File: src/rtl/mult_seq_signed.sv
// rtl/mult_seq_signed.sv - sequential signed add-shift multiplier with valid/ready handshakes
// Optional debug ports (Aval, Bval, Xval, Cnt) are enabled by defining MULT_DBG_EN.
module mult_seq_signed #(
  parameter int WIDTH = 8
) (
  input  logic                 Clk,
  input  logic                 Reset,
  input  logic                 Start_Valid,
  output logic                 Start_Ready,
  input  logic [WIDTH-1:0]     Multiplicand,
  input  logic [WIDTH-1:0]     Multiplier,
  output logic                 Done_Valid,
  input  logic                 Done_Ready,
  output logic [2*WIDTH-1:0]   Product,
  output logic                 Busy
`ifdef MULT_DBG_EN
  ,
  output logic [WIDTH-1:0]         Aval,
  output logic [WIDTH-1:0]         Bval,
  output logic                     Xval,
  output logic [$clog2(WIDTH)-1:0] Cnt
`endif
);

  localparam int CW = $clog2(WIDTH);

  localparam logic [1:0] IDLE = 2'd0;
  localparam logic [1:0] CALC = 2'd1;
  localparam logic [1:0] DONE = 2'd2;

  logic [1:0]       state;
  logic [WIDTH-1:0] s_reg;
  logic [WIDTH-1:0] a_reg;
  logic [WIDTH-1:0] b_reg;
  logic             x_reg;
  logic [CW-1:0]    count;

  logic [WIDTH:0]   ext_s;
  logic [WIDTH:0]   addend;
  logic [WIDTH:0]   sum;
  logic             last_iter;

  // The multiplier's sign bit carries negative weight, so the final
  // partial product is subtracted rather than added.
  always_comb begin
    ext_s     = {s_reg[WIDTH-1], s_reg};
    last_iter = (count == CW'(WIDTH - 1));
    addend    = '0;
    if (b_reg[0]) begin
      if (last_iter) begin
        addend = ~ext_s + (WIDTH+1)'(1);
      end else begin
        addend = ext_s;
      end
    end
    sum = {x_reg, a_reg} + addend;
  end

  always_ff @(posedge Clk or negedge Reset) begin
    if (!Reset) begin
      state <= IDLE;
      s_reg <= '0;
      a_reg <= '0;
      b_reg <= '0;
      x_reg <= 1'b0;
      count <= '0;
    end else begin
      case (state)
        IDLE: begin
          if (Start_Valid) begin
            s_reg <= Multiplicand;
            b_reg <= Multiplier;
            a_reg <= '0;
            x_reg <= 1'b0;
            count <= '0;
            state <= CALC;
          end
        end
        CALC: begin
          x_reg <= sum[WIDTH];
          a_reg <= sum[WIDTH:1];
          b_reg <= {sum[0], b_reg[WIDTH-1:1]};
          count <= count + CW'(1);
          if (last_iter) begin
            state <= DONE;
          end
        end
        DONE: begin
          if (Done_Ready) begin
            state <= IDLE;
          end
        end
        default: state <= IDLE;
      endcase
    end
  end

  assign Start_Ready = (state == IDLE);
  assign Done_Valid  = (state == DONE);
  assign Busy        = (state == CALC) || (state == DONE);
  assign Product     = {a_reg, b_reg};

`ifdef MULT_DBG_EN
  assign Aval = a_reg;
  assign Bval = b_reg;
  assign Xval = x_reg;
  assign Cnt  = count;
`endif

endmodule

File: config.mk
export PLATFORM = sky130hd
export DESIGN_NAME = mult_seq_signed
export DESIGN_NICKNAME = d
export VERILOG_FILES = /design/src/rtl/mult_seq_signed.sv
export SDC_FILE = /design/constraint.sdc
export NUM_CORES = 1
export LEC_CHECK = 0
export ABC_AREA = 1
export CORE_ASPECT_RATIO = 0.6
export CORE_MARGIN = 5
export CORE_UTILIZATION = 55
export DETAILED_ROUTE_END_ITERATION = 8
export MAX_ROUTING_LAYER = met4
export PLACE_DENSITY = 0.85
export SLEW_MARGIN = 20
export SYNTH_ARGS = -nofsm -noshare
export SYNTH_HDL_FRONTEND = slang
export SYNTH_SLANG_ARGS = --single-unit
File: constraint.sdc
create_clock -name Clk -period 6.7 [get_ports Clk]
set_clock_uncertainty 0.2 [all_clocks]
set_input_delay 2.01 -clock Clk [delete_from_list [all_inputs] [get_ports Clk]]
set_output_delay 2.01 -clock Clk [all_outputs]
set_load 0.01 [all_outputs]
Word level (Yosys, flattened, before mapping). Index checks and enable logic that the tools add are counted.

Bits of input ports: 20. Logic and storage cells: 36. Register bits after elaboration: 30.

Mux-type cells: 14. Bitwise gates (word level): 1. Equality and inequality tests: 6. Reduce and logical (&&, ||, !) cells: 6. $add $sub $neg: 3.

Operator list (count): $pmux W8 S2 (2); $mux W9 (2); $mux W8 (2); $add A9 B1 Y9 const B (1); $add A9 B9 Y9 (1); $not A9 Y9 (1); $mux W2 (3); $pmux W2 S3 (1); $pmux W3 S2 (1); $ne A2 B2 Y1 const B (2); $reduce_and A2 Y1 (2); $add A3 B1 Y3 const B (1); $eq A3 B3 Y1 const B (1); $mux W3 (1); $reduce_and A3 Y1 (1); $eq A2 B1 Y1 const B (1); $eq A2 B2 Y1 const B (1); $logic_not A2 Y1 (1); $ne A2 B1 Y1 const B (1); $pmux W1 S2 (1); $reduce_bool A2 Y1 (1); $logic_or A1 B1 Y1 (1); $mux W1 (1).

Logic depth before layout (Yosys ltp).
Depth after elaboration: 6. Mapped depth: 15. Depth with buffers taken out: 14.

Least setup slack after synthesis. Ideal clock, no wire load.

Path type: reg-to-output. Start point: register state[0]. End point: output Start_Ready. Path slack: 3.735 ns. Cell stages (with the launch flop): 3. Buffers on the path: 0. Arrival: 0.755 ns. Cell sequence: dfrtp_1 > inv_1 > ha_1.

Word-level cells in the longest chain between the ends: 1.

Ends and longest elaborated chain: from (decl) (line 31) `logic [1:0] state;`; from (signal assigned) (line 61) `state <= IDLE;`; from (signal assigned) (line 76) `state <= CALC;`; from (signal assigned) (line 85) `state <= DONE;`; $logic_not A2 Y1 (line 98) `assign Start_Ready = (state == IDLE);`; to (decl) (line 9) `output logic Start_Ready,`.

No other way between the ends.

Worst setup path after layout.
Start point: register state[1]. End point: output Start_Ready.

The elaborated chain is that of the path after synthesis.

==> impl_metrics.yaml <==
worst_setup_path:
  cpLargestDelayFamily: "buffers and inverters"
  critical-path-slowest-cell: "clkdlybuf4s50_1"
  critPathRequiredTime_ns: 4.49
  crit_fanout: 4
  critPathMaxStageDelay_ns: 0.59
  crit_buf_inv: 2
  cp_data_arrival_time_ns: 1.66
  crit_chain: "inv_1, ha_1, clkdlybuf4s50_1"
  crit_type: "reg2out"
  endpoint_kind: "primary output"
  start_kind: "register"
route:
  first_iter_violations: 83
  drc_errors: 0
  totalWireLength_mm: 4.30
  vias: 1648
  dr.pass1.iters: 4
  post_drt_wl_per_cell_um: 13.6
  antenna_left: 0
  via_per_inst: 5.23
place:
  dp_hpwl_mm: 3.30
  pre_cts_slack_ns: 3.11
  place_congestion: 0.904
  io_buffers: 38
sta:
  tightest_slew_ns: 0.570
  fmax_mhz: 258
  whs_ns: 0.307
  period_share_pct: 57.8
  final-hold-violation-count: 0
  rsz0062_at_grt: "false"
  period_minus_slack_ns: 3.87
  slew-limit-headroom_pct: 61.9
  setup_ws_ns: 2.83
  slew_violations: 0
  setup_viol: 0
  tns_ns: 0
pwr:
  p_per_area_mw_per_mm2: 478
  p_leak_nw: 1.11
  ir_drop_mv: 0.253
  p_total_mw: 1.12
logic_synthesis:
  synth_edf_count: 0
  synth_xor_area_share_pct: 1.41
  yosysMostFrequentCell: "nand2_1"
  synth-compound-area-share_pct: 17.5
  synthCells: 230
  synth_top_area_cell: "dfrtp_1"
  synth_top_flop_cell: "dfrtp_1"
  synth_fa_ha_area_share_pct: 10.5
  synth_warnings: 0
  synth_top_family_by_area: "simple AND/OR/NAND/NOR gates"
  synthDistinctLibCells: 36
  yosysSeqAreaShare_pct: 39.0
  synthMuxAreaShare_pct: 0
  ys_ff_latch: 29
  async_flop_share_pct: 100
  synthSimpleGateAreaFrac_pct: 22.4
  synth_top_area_share_pct: 39.0
  syn-cell-area_mm2: 0.00186
  netlist_top_cells_area: "dfrtp_1 39%, nand2_1 11%, ha_1 9.4%"
  synth_fp_nets: 265
  syn_avg_cell_area_um2: 8.09
  ys_top_cells_by_count: "56 x nand2_1, 29 x dfrtp_1, 24 x inv_1"
finish:
  nets: 305
  antennaDiodeCount: 0
  syn2layout_area_growth_pct: 25.4
  final_layout_size_suffix_gt1_share_pct: 10.4
  fill_cells: 274
  finish.utilization_pct: 71.5
cts:
  numCtsBuffers: 5
  clock-sinks: 29
  cts.repair.resized: 0
  post_cts.repair.setup_buffers: 0
  clockRootBuffer: "clkbuf_8"
  cts_tree: "yes"
  hold_buffers: 0
  path_clk_slew_ns: 0.06
  htree_levels: 2
  insertion_delay_ns: 0.28
  cts_buffer_depth: 2
grt:
  grt_pass1_wl_mm: 7.58
  grt_usage_pct: 21.8
  grt_overflow: 0
  antenna_found_initial: 0
  grt_max_degree: 30
  grt_pass1_vias: 1652
floorplan:
  core_mm2: 0.00326
  die_h_um: 55.1
  boundaryPins: 39
  rows: 16
  die_w_um: 85.1
  start_util_pct: 57.1
  dieArea_mm2: 0.00469
job:
  cap_violations: 0
min_path:
  hold_path_class: "reg2reg"
outcome:
  status: "completed"
## cell type report
type | count | area, um^2 | share of cell area, %
multi-input combinational | 166 | 965 | 41.3
sequential | 29 | 726 | 31.1
timing repair buffer | 39 | 388 | 16.6
inverter | 29 | 114 | 4.88
clock buffer | 7 | 86.3 | 3.70
tap | 45 | 56.3 | 2.41
## where the power goes
part	total, mW	switching, mW	internal [mW]
Sequential	0.330	0.0730	0.257
Clock	0.145	0.0633	0.0813
Combinational	0.641	0.370	0.271
## cells by family after synthesis
group / count (synthesis)
AOI/OAI and AO/OA: 54
xor gates and xnor gates: 3
adders and majority gates: 15
buffers and inverters: 35
DFF: 29
and+or+nand+nor: 94
## per-layer routing
layer  vias to the layer above  global-route usage [%]  wire (um)
met3                         9                    5.92        279
met5                         -                       -          0
li1                        834                       -          -
met2                        57                    32.3       1780
met4                         0                    7.63         61
met1                       748                    29.2       2180
## per-stage QoR
stage / area, um^2 / instances
floorplan: 1860 / 230
global placement: 2250 / 308
detailed placement: 2250 / 308
CTS: 2330 / 315
global route: 2330 / 315
finish: 2330 / 315
## layout by cell type (no fill, tap or decap)
cell	n
nand2_1	56
clkdlybuf4s50_1	38
dfrtp_1	29
inv_1	24
o21ai_0	17
nor2_1	16
ha_1	14
a21oi_1	12
a31oi_1	9
nand3_1	7
o21ai_1	6
clkbuf_8	6
nand2_2	5
inv_2	4
nor2_2	3
a21oi_2	2
a22o_1	2
xor2_1	2
nor3_1	1
o31ai_1	1
nand4_2	1
nor3_2	1
nand3b_1	1
nor2_4	1
o21ai_4	1
inv_6	1
a21o_1	1
nand4_1	1
a21boi_2	1
nand3_2	1
xnor2_1	1
o22ai_1	1
a221o_1	1
fa_1	1
clkbuf_1	1
buf_4	1
## final timing paths
| path | from | to | slack, ns | cells after the start |
|---|---|---|---|---|
| setup / recovery | state[1]$_DFFE_PN0P_ | Start_Ready | 2.83 | 3 |
| hold / removal | count[1]$_DFFE_PN0P_ | count[1]$_DFFE_PN0P_ | 0.31 | 1 |
| setup reg to reg | count[0]$_DFFE_PN0P_ | a_reg[5]$_DFFE_PN0P_ | 3.74 | 14 |
| hold reg to reg | count[1]$_DFFE_PN0P_ | count[1]$_DFFE_PN0P_ | 0.31 | 1 |
| max in group asynchronous | Reset | count[1]$_DFFE_PN0P_ | 4.12 | 2 |
| min in group asynchronous | Reset | count[2]$_DFFE_PN0P_ | 1.91 | 2 |
## worst register-to-register path, delay by kind of cell (launching register included)
kind / cells / cell delay, ns
AND/OR/NAND/NOR: 6 / 0.78
adder cells (fa/ha/maj): 3 / 0.95
XOR/XNOR: 1 / 0.14
buffers and inverters: 3 / 0.32
flip-flops: 1 / 0.40
AO/OA/AOI/OAI: 1 / 0.06
Note: power is estimated with default switching activity, not from simulation.
